[config.mk]
export PLATFORM = sky130hd
export DESIGN_NAME = line_readout_framer
export DESIGN_NICKNAME = d
export VERILOG_FILES = /design/src/rtl/line_readout_framer.sv
export SDC_FILE = /design/constraint.sdc
export NUM_CORES = 1
export LEC_CHECK = 0
export ABC_AREA = 0
export CAP_MARGIN = 0
export CORE_AREA = 5 5 84 86
export DETAILED_ROUTE_END_ITERATION = 8
export DIE_AREA = 0 0 89 91
export HOLD_SLACK_MARGIN = 0.1
export PLACE_DENSITY = 0.66
export SETUP_SLACK_MARGIN = 0.02
export SYNTH_ARGS = -nofsm -noshare
export SYNTH_HDL_FRONTEND = slang
export SYNTH_SLANG_ARGS = --single-unit
[constraint.sdc]
create_clock -name CLK -period 3.17 [get_ports CLK]
set_clock_uncertainty 0.1 [all_clocks]
set_input_delay 0.7925 -clock CLK [delete_from_list [all_inputs] [get_ports CLK]]
set_output_delay 0.7925 -clock CLK [all_outputs]
set_load 0.1 [all_outputs]
[src/rtl/line_readout_framer.sv]
// Line readout framer: walks a captured line out of the line buffer and
// streams it as a header, packed pixel bytes and a checksum over valid/ready.
module line_readout_framer #(
  parameter int V = 480,
  localparam int AW = (V > 1) ? $clog2(V) : 1
) (
  input  logic          CLK,
  input  logic          RESET_N,
  input  logic          LINE_READY,
  output logic [AW-1:0] READ_ADDRESS,
  input  logic [9:0]    PIXEL_DATA,
  output logic          RESET_READY_FLAG,
  output logic [7:0]    TX_DATA,
  output logic          TX_VALID,
  input  logic          TX_READY,
  output logic          BUSY
);

  typedef enum logic [2:0] {
    IDLE,
    HDR0,
    HDR1,
    FETCH,
    PIX_HI,
    PIX_LO,
    CSUM,
    RELEASE
  } state_t;

  localparam logic [AW-1:0] LAST = AW'(V - 1);

  state_t     state;
  logic       fetch_cnt;
  logic [9:0] hold;
  logic [7:0] csum;
  logic       xfer;

  // A byte leaves only when the transmitter takes it.
  assign xfer = TX_VALID & TX_READY;

  // Frame sequencer; every output is a register updated here.
  always_ff @(posedge CLK or negedge RESET_N) begin
    if (!RESET_N) begin
      state            <= IDLE;
      fetch_cnt        <= 1'b0;
      hold             <= '0;
      csum             <= '0;
      READ_ADDRESS     <= '0;
      RESET_READY_FLAG <= 1'b0;
      TX_DATA          <= 8'h00;
      TX_VALID         <= 1'b0;
      BUSY             <= 1'b0;
    end else begin
      unique case (state)
        IDLE: begin
          READ_ADDRESS     <= '0;
          RESET_READY_FLAG <= 1'b0;
          if (LINE_READY) begin
            state    <= HDR0;
            TX_VALID <= 1'b1;
            TX_DATA  <= 8'hA5;
            BUSY     <= 1'b1;
            csum     <= '0;
          end
        end
        HDR0: begin
          if (xfer) begin
            state   <= HDR1;
            TX_DATA <= 8'h5A;
          end
        end
        HDR1: begin
          if (xfer) begin
            state     <= FETCH;
            TX_VALID  <= 1'b0;
            fetch_cnt <= 1'b0;
          end
        end
        FETCH: begin
          // First cycle lets the buffer register the new address.
          if (!fetch_cnt) begin
            fetch_cnt <= 1'b1;
          end else begin
            hold     <= PIXEL_DATA;
            state    <= PIX_HI;
            TX_VALID <= 1'b1;
            TX_DATA  <= {6'b0, PIXEL_DATA[9:8]};
          end
        end
        PIX_HI: begin
          if (xfer) begin
            csum    <= csum + {6'b0, hold[9:8]};
            TX_DATA <= hold[7:0];
            state   <= PIX_LO;
          end
        end
        PIX_LO: begin
          if (xfer) begin
            csum      <= csum + hold[7:0];
            fetch_cnt <= 1'b0;
            if (READ_ADDRESS < LAST) begin
              READ_ADDRESS <= READ_ADDRESS + 1'b1;
              state        <= FETCH;
              TX_VALID     <= 1'b0;
            end else begin
              state   <= CSUM;
              TX_DATA <= csum + hold[7:0];
            end
          end
        end
        CSUM: begin
          if (xfer) begin
            state            <= RELEASE;
            TX_VALID         <= 1'b0;
            RESET_READY_FLAG <= LINE_READY;
          end
        end
        RELEASE: begin
          // Hold the release request until the buffer drops its flag.
          if (LINE_READY) begin
            RESET_READY_FLAG <= 1'b1;
          end else begin
            RESET_READY_FLAG <= 1'b0;
            READ_ADDRESS     <= '0;
            BUSY             <= 1'b0;
            state            <= IDLE;
          end
        end
        default: state <= IDLE;
      endcase
    end
  end

endmodule
### Yosys cells after proc, flatten, opt, wreduce, memory -nomap -nowiden

Cells that the tools add are included.

* memory bits (writable): 0
* memories kept: 0
* flip-flop bits (word level): 42
* ROM bits: 0
* bits in latches: 0

* reductions and logical operators: 19
* shift-type cells: 0
* add/sub/neg operators: 3
* magnitude comparators: 1
* divide/modulo/power cells: 0
* bitwise logic cells: 1
* multiply operators: 0
* eq/ne operators: 19
* muxes and demuxes: 37

Operators with widths (number)
* 8-bit 2-to-1 mux: 9
* 8-bit case mux with 5 select lines: 1
* 3-bit 2-to-1 mux: 9
* 9-bit 2-to-1 mux: 3
* 9-bit case mux with 3 select lines: 1
* 3-bit case mux with 8 select lines: 1
* 8-bit case mux with 3 select lines: 1
* 2-bit != test, second input constant: 10
* 3-bit == test, second input constant: 4
* 9-bit by 1-bit adder with 9-bit output, second input constant: 1
* 9-bit less-than comparator, second input constant: 1
* 3-bit nonzero test: 3
* 8-bit by 2-bit adder with 8-bit output: 1
* 8-bit adder: 1
* 1-bit 2-to-1 mux: 8
* 4-bit AND reduction: 2
* 8-bit AND reduction: 1
* 7-bit AND reduction: 1
* 3-bit by 2-bit == test with 1-bit output, second input constant: 2
* 2-bit AND reduction: 3
* 6-bit AND reduction: 1
* 5-bit nonzero test: 1
* 2-bit by 1-bit != test with 1-bit output, second input constant: 2
* 1-bit case mux with 2 select lines: 2
* 9 further kinds: 11

### Longest topological paths before layout

* depth after elaboration: 4
* gate-level depth with buffers: 9

### Worst setup path before layout

No wires, ideal clock.

* kind: register to register
* from: register READ_ADDRESS[2]
* to: register TX_DATA[1]
* library setup time: 66 ps
* stages on the path, launching flop included: 7
* required time: 3004 ps
* arrival: 2220 ps
* path slack: 784 ps
* clock period less this slack: 2386 ps
* path through: dfrtp_1 > nand3_1 > o21bai_2 > a41o_2 > o2111ai_4 > a2111oi_0 > a21o_1

* cells in the longest elaborated chain, start to end: 3

Ends and longest elaborated chain
* from (decl): RTL line 10 `output logic [AW-1:0] READ_ADDRESS,`
* from (signal assigned): RTL line 102 `READ_ADDRESS <= READ_ADDRESS + 1'b1;`
* 9-bit less-than comparator: RTL line 101 `if (READ_ADDRESS < LAST) begin`
* 2-bit != test (no line)
* 7-bit AND reduction (no line)
* to (signal assigned): RTL line 87 `TX_DATA <= {6'b0, PIXEL_DATA[9:8]};`
* to (signal assigned): RTL line 93 `TX_DATA <= hold[7:0];`
* to (signal assigned): RTL line 107 `TX_DATA <= csum + hold[7:0];`
* to (decl): RTL line 13 `output logic [7:0] TX_DATA,`

Every way passes these cells.
A chain may end at the register's enable or synchronous reset.

### Worst setup path in the final report

* from: register hold[0]
* to: register TX_DATA[6]

* cells in the longest elaborated chain, start to end: 4

Ends and longest elaborated chain
* from (decl): RTL line 34 `logic [9:0] hold;`
* from (signal assigned): RTL line 46 `hold <= '0;`
* from (signal assigned): RTL line 84 `hold <= PIXEL_DATA;`
* 8-bit adder: RTL line 107
* 8-bit 2-to-1 mux: RTL line 101
* 8-bit 2-to-1 mux: RTL line 98 `if (xfer) begin`
* 8-bit case mux with 5 select lines: RTL line 54 `unique case (state)`

Every way passes these cells. The select of a mux whose other input is x is not followed.

==> flow_summary.toml <==
[layout]
area_growth_pct = 16.7
fill_cells = 585
antenna_cells = 0
drive_above_1_share_pct = 16.9
final_nets = 356
layoutNonFillerInstCount = 402

[placement]
place_congestion = 0.866
port_buffers = 33
dpl_worst_slack_ps = 430
place_hpwl_mm = 4.55
dpl.cell_count = 394

[power]
powerDensity_mw_per_mm2 = 352
p_total_mw = 1.12
vdd_drop_max_mv = 0.273
p_leak_nw = 1.42

[yosys]
synth_warnings = 0
ys.flop_type = "dfrtp_1"
yosys-top-cells-area = "dfrtp_1 (38%), ha_1 (7.3%), nor2_1 (4.8%)"
ys_seq_area_share_pct = 38.4
yosys-top-cells-count = "dfrtp_1 (42), nor2_1 (35), nand2_1 (26)"
synth_top_area_share_pct = 38.4
yosysTopAreaCell = "dfrtp_1"
synth-async-reset-ratio_pct = 100
ys_seq_elements = 42
synth-edff-count = 0
syn-cell-area_sq_mm = 0.00274
synth_fp_nets = 324
synth_area_per_cell_sq_um = 9.37
synth_cells = 292
yosysMostFrequentCell = "dfrtp_1"
synth_cell_type_count = 56

[critical_path]
critPathMaxFanout = 3
worstSetupStartpointType = "flop"
cp.arrival_ps = 2580
path_class = "reg -> reg"
cp.required_ps = 3230
ff2ff_setup_slack_ps = 650
cpPeakStageDelay_ps = 420
cp-end-kind = "flop"
worstPathCellList = "ha_1 -> inv_1 -> fa_1 -> nand2b_1 -> a21oi_1 -> nor2_1 -> or3_1 -> a221oi_1 -> o31ai_1"
slowest_stage = "or3_1"
r2r-end = "TX_DATA[6]"
reg2reg_depth = 9
cp-startpoint = "hold[0]"
rr_startpoint = "hold[0]"

[timing]
worstMarginPinSlew_ps = 937
min_period_ps = 2520
fmax_ghz = 0.397
fin_tns_setup_ps = 0
rsz0062_at_grt = "no"
slew_viol_final = 0
hold_violations = 0
setup_viol = 0
maxSlewHeadroom_pct = 37.5
fin_crit_sh_pct = 79.5
fin_ws_ps = 650

[routing]
dr.pass1.iters = 4
drc_errors = 0
wl_mm = 6.23
drt_iter0_drc = 125
vias = 2248
vias_per_cell = 5.59
ant_nets = 0
routedWlPerCell_um = 15.5

[hold_path]
worstHoldStart = "TX_DATA[1]"
holdPathEnd = "TX_DATA[1]"
hp-class = "reg -> reg"
hold_path_depth = 1

[run]
cap_violations = 0

[clock_tree]
holdBufCountCts = 0
cts.repair.resized = 0
clock_sinks = 42
htree_levels = 2
clk_latency_ps = 300
clk_pin_slew_ps = 90
cts_setup_buffers = 0
cts_buffers = 5
cts_tree = "built"
clockBufferDepth = 2
cts-root-buf = "clkbuf_8"

[global_route]
grt_overflow = 0
grt_max_degree = 43
track_usage_pct = 16.3
antenna_found_initial = 0
grt_pass1_wl_mm = 10.5
grt_pass1_vias = 2161

[floorplanning]
core_area_sq_mm = 0.00620
rows = 29
io_pins = 34
die_w_um = 89
die_h_um = 91
die_area_sq_mm = 0.00810
initial_core_util_pct = 44.1

[run_status]
status = "finished, final reports clean"
==> cell usage in the layout, fill, tap and decap left out, types with 4 or more instances in the layout <==
| master | n |
|---|---|
| dfrtp_1 | 42 |
| xnor2_1 | 4 |
| clkbuf_8 | 5 |
| nor2b_1 | 5 |
| a21o_1 | 5 |
| a31oi_1 | 4 |
| o21ai_0 | 21 |
| mux2_2 | 11 |
| nand3_1 | 11 |
| ha_1 | 16 |
| clkdlybuf4s50_1 | 12 |
| a21oi_1 | 21 |
| nor3_1 | 4 |
| nor2_1 | 35 |
| nand2_1 | 26 |
| xor2_1 | 4 |
| inv_1 | 12 |
| nand2b_1 | 5 |
| a211oi_1 | 6 |
| buf_4 | 23 |
==> power breakdown <==
| group | leakage, nW | internal (mW) | switching (mW) | total, mW |
|---|---|---|---|---|
| clock | 0.0683 | 0.316 | 0.197 | 0.513 |
| sequential | 0.527 | 0.542 | 0.00624 | 0.548 |
| combinational | 0.829 | 0.0304 | 0.0323 | 0.0627 |
==> state kept, by name (all words and copies together), names as in the netlist <==
| register | count |
|---|---|
| TX_VALID | 1 |
| csum | 8 |
| RESET_READY_FLAG | 1 |
| fetch_cnt | 1 |
| BUSY | 1 |
| READ_ADDRESS | 9 |
| hold | 10 |
| state | 3 |
| TX_DATA | 8 |
==> stage by stage <==
step	instance area (sq um)	utilization (%)	hold slack, ps
final	3190	51.5	392
after global routing	3190	51.5	423
after CTS	3190	51.5	403
after detailed placement	3060	49.2	382
after global placement	3060	49.2	383
after floorplan	2740	-	386
==> layer usage <==
metal | part of all wire [%] | track usage, % | vias up
li1 | - | - | 1122
met1 | 47 | 23.4 | 1076
met2 | 48 | 25.5 | 46
met3 | 4.4 | 2.71 | 4
met4 | 0.85 | 4.22 | 0
met5 | 0 | 0 | -
==> area by class of cell <==
class | count | area [sq um] | share of cell area, %
clock inverters | 3 | 68.8 | 2.16
flip-flops and latches | 42 | 1050 | 32.9
inverters | 12 | 45.0 | 1.41
multi-input cells | 227 | 1570 | 49.0
repair buffers | 36 | 298 | 9.33
well taps | 77 | 96.3 | 3.02
clock buffers | 5 | 68.8 | 2.16
==> critical path, delay by kind of cell (launching register included) <==
family                   cells  cell delay (ps)
AO/OA/AOI/OAI                3              550
adder cells (fa/ha/maj)      2              620
AND/OR/NAND/NOR              3              680
buffers and inverters        1               60
flip-flops                   1              380
==> how the worst max path moves through the flow <==
stage / end / slack, ps / cells past startpoint
2_1_floorplan: TX_DATA[1] / 780 / 6
3_3_place_gp: TX_DATA[1] / 480 / 6
3_5_place_dp: TX_DATA[1] / 430 / 6
4_1_cts: TX_DATA[6] / 660 / 9
5_1_grt: TX_DATA[1] / 490 / 7
6_report: TX_DATA[6] / 650 / 9
==> kinds of logic after synthesis <==
group                      Yosys count  share of synthesized area (%)
adders and majority gates           18                           8.78
buffers and inverters               23                           4.39
DFF                                 42                           38.4
xor gates and xnor gates             8                           2.56
AOI/OAI and AO/OA                   88                           23.2
and+or+nand+nor                    101                           17.8
muxes                               12                           4.89
No activity file was read; power rests on OpenSTA's default activity.
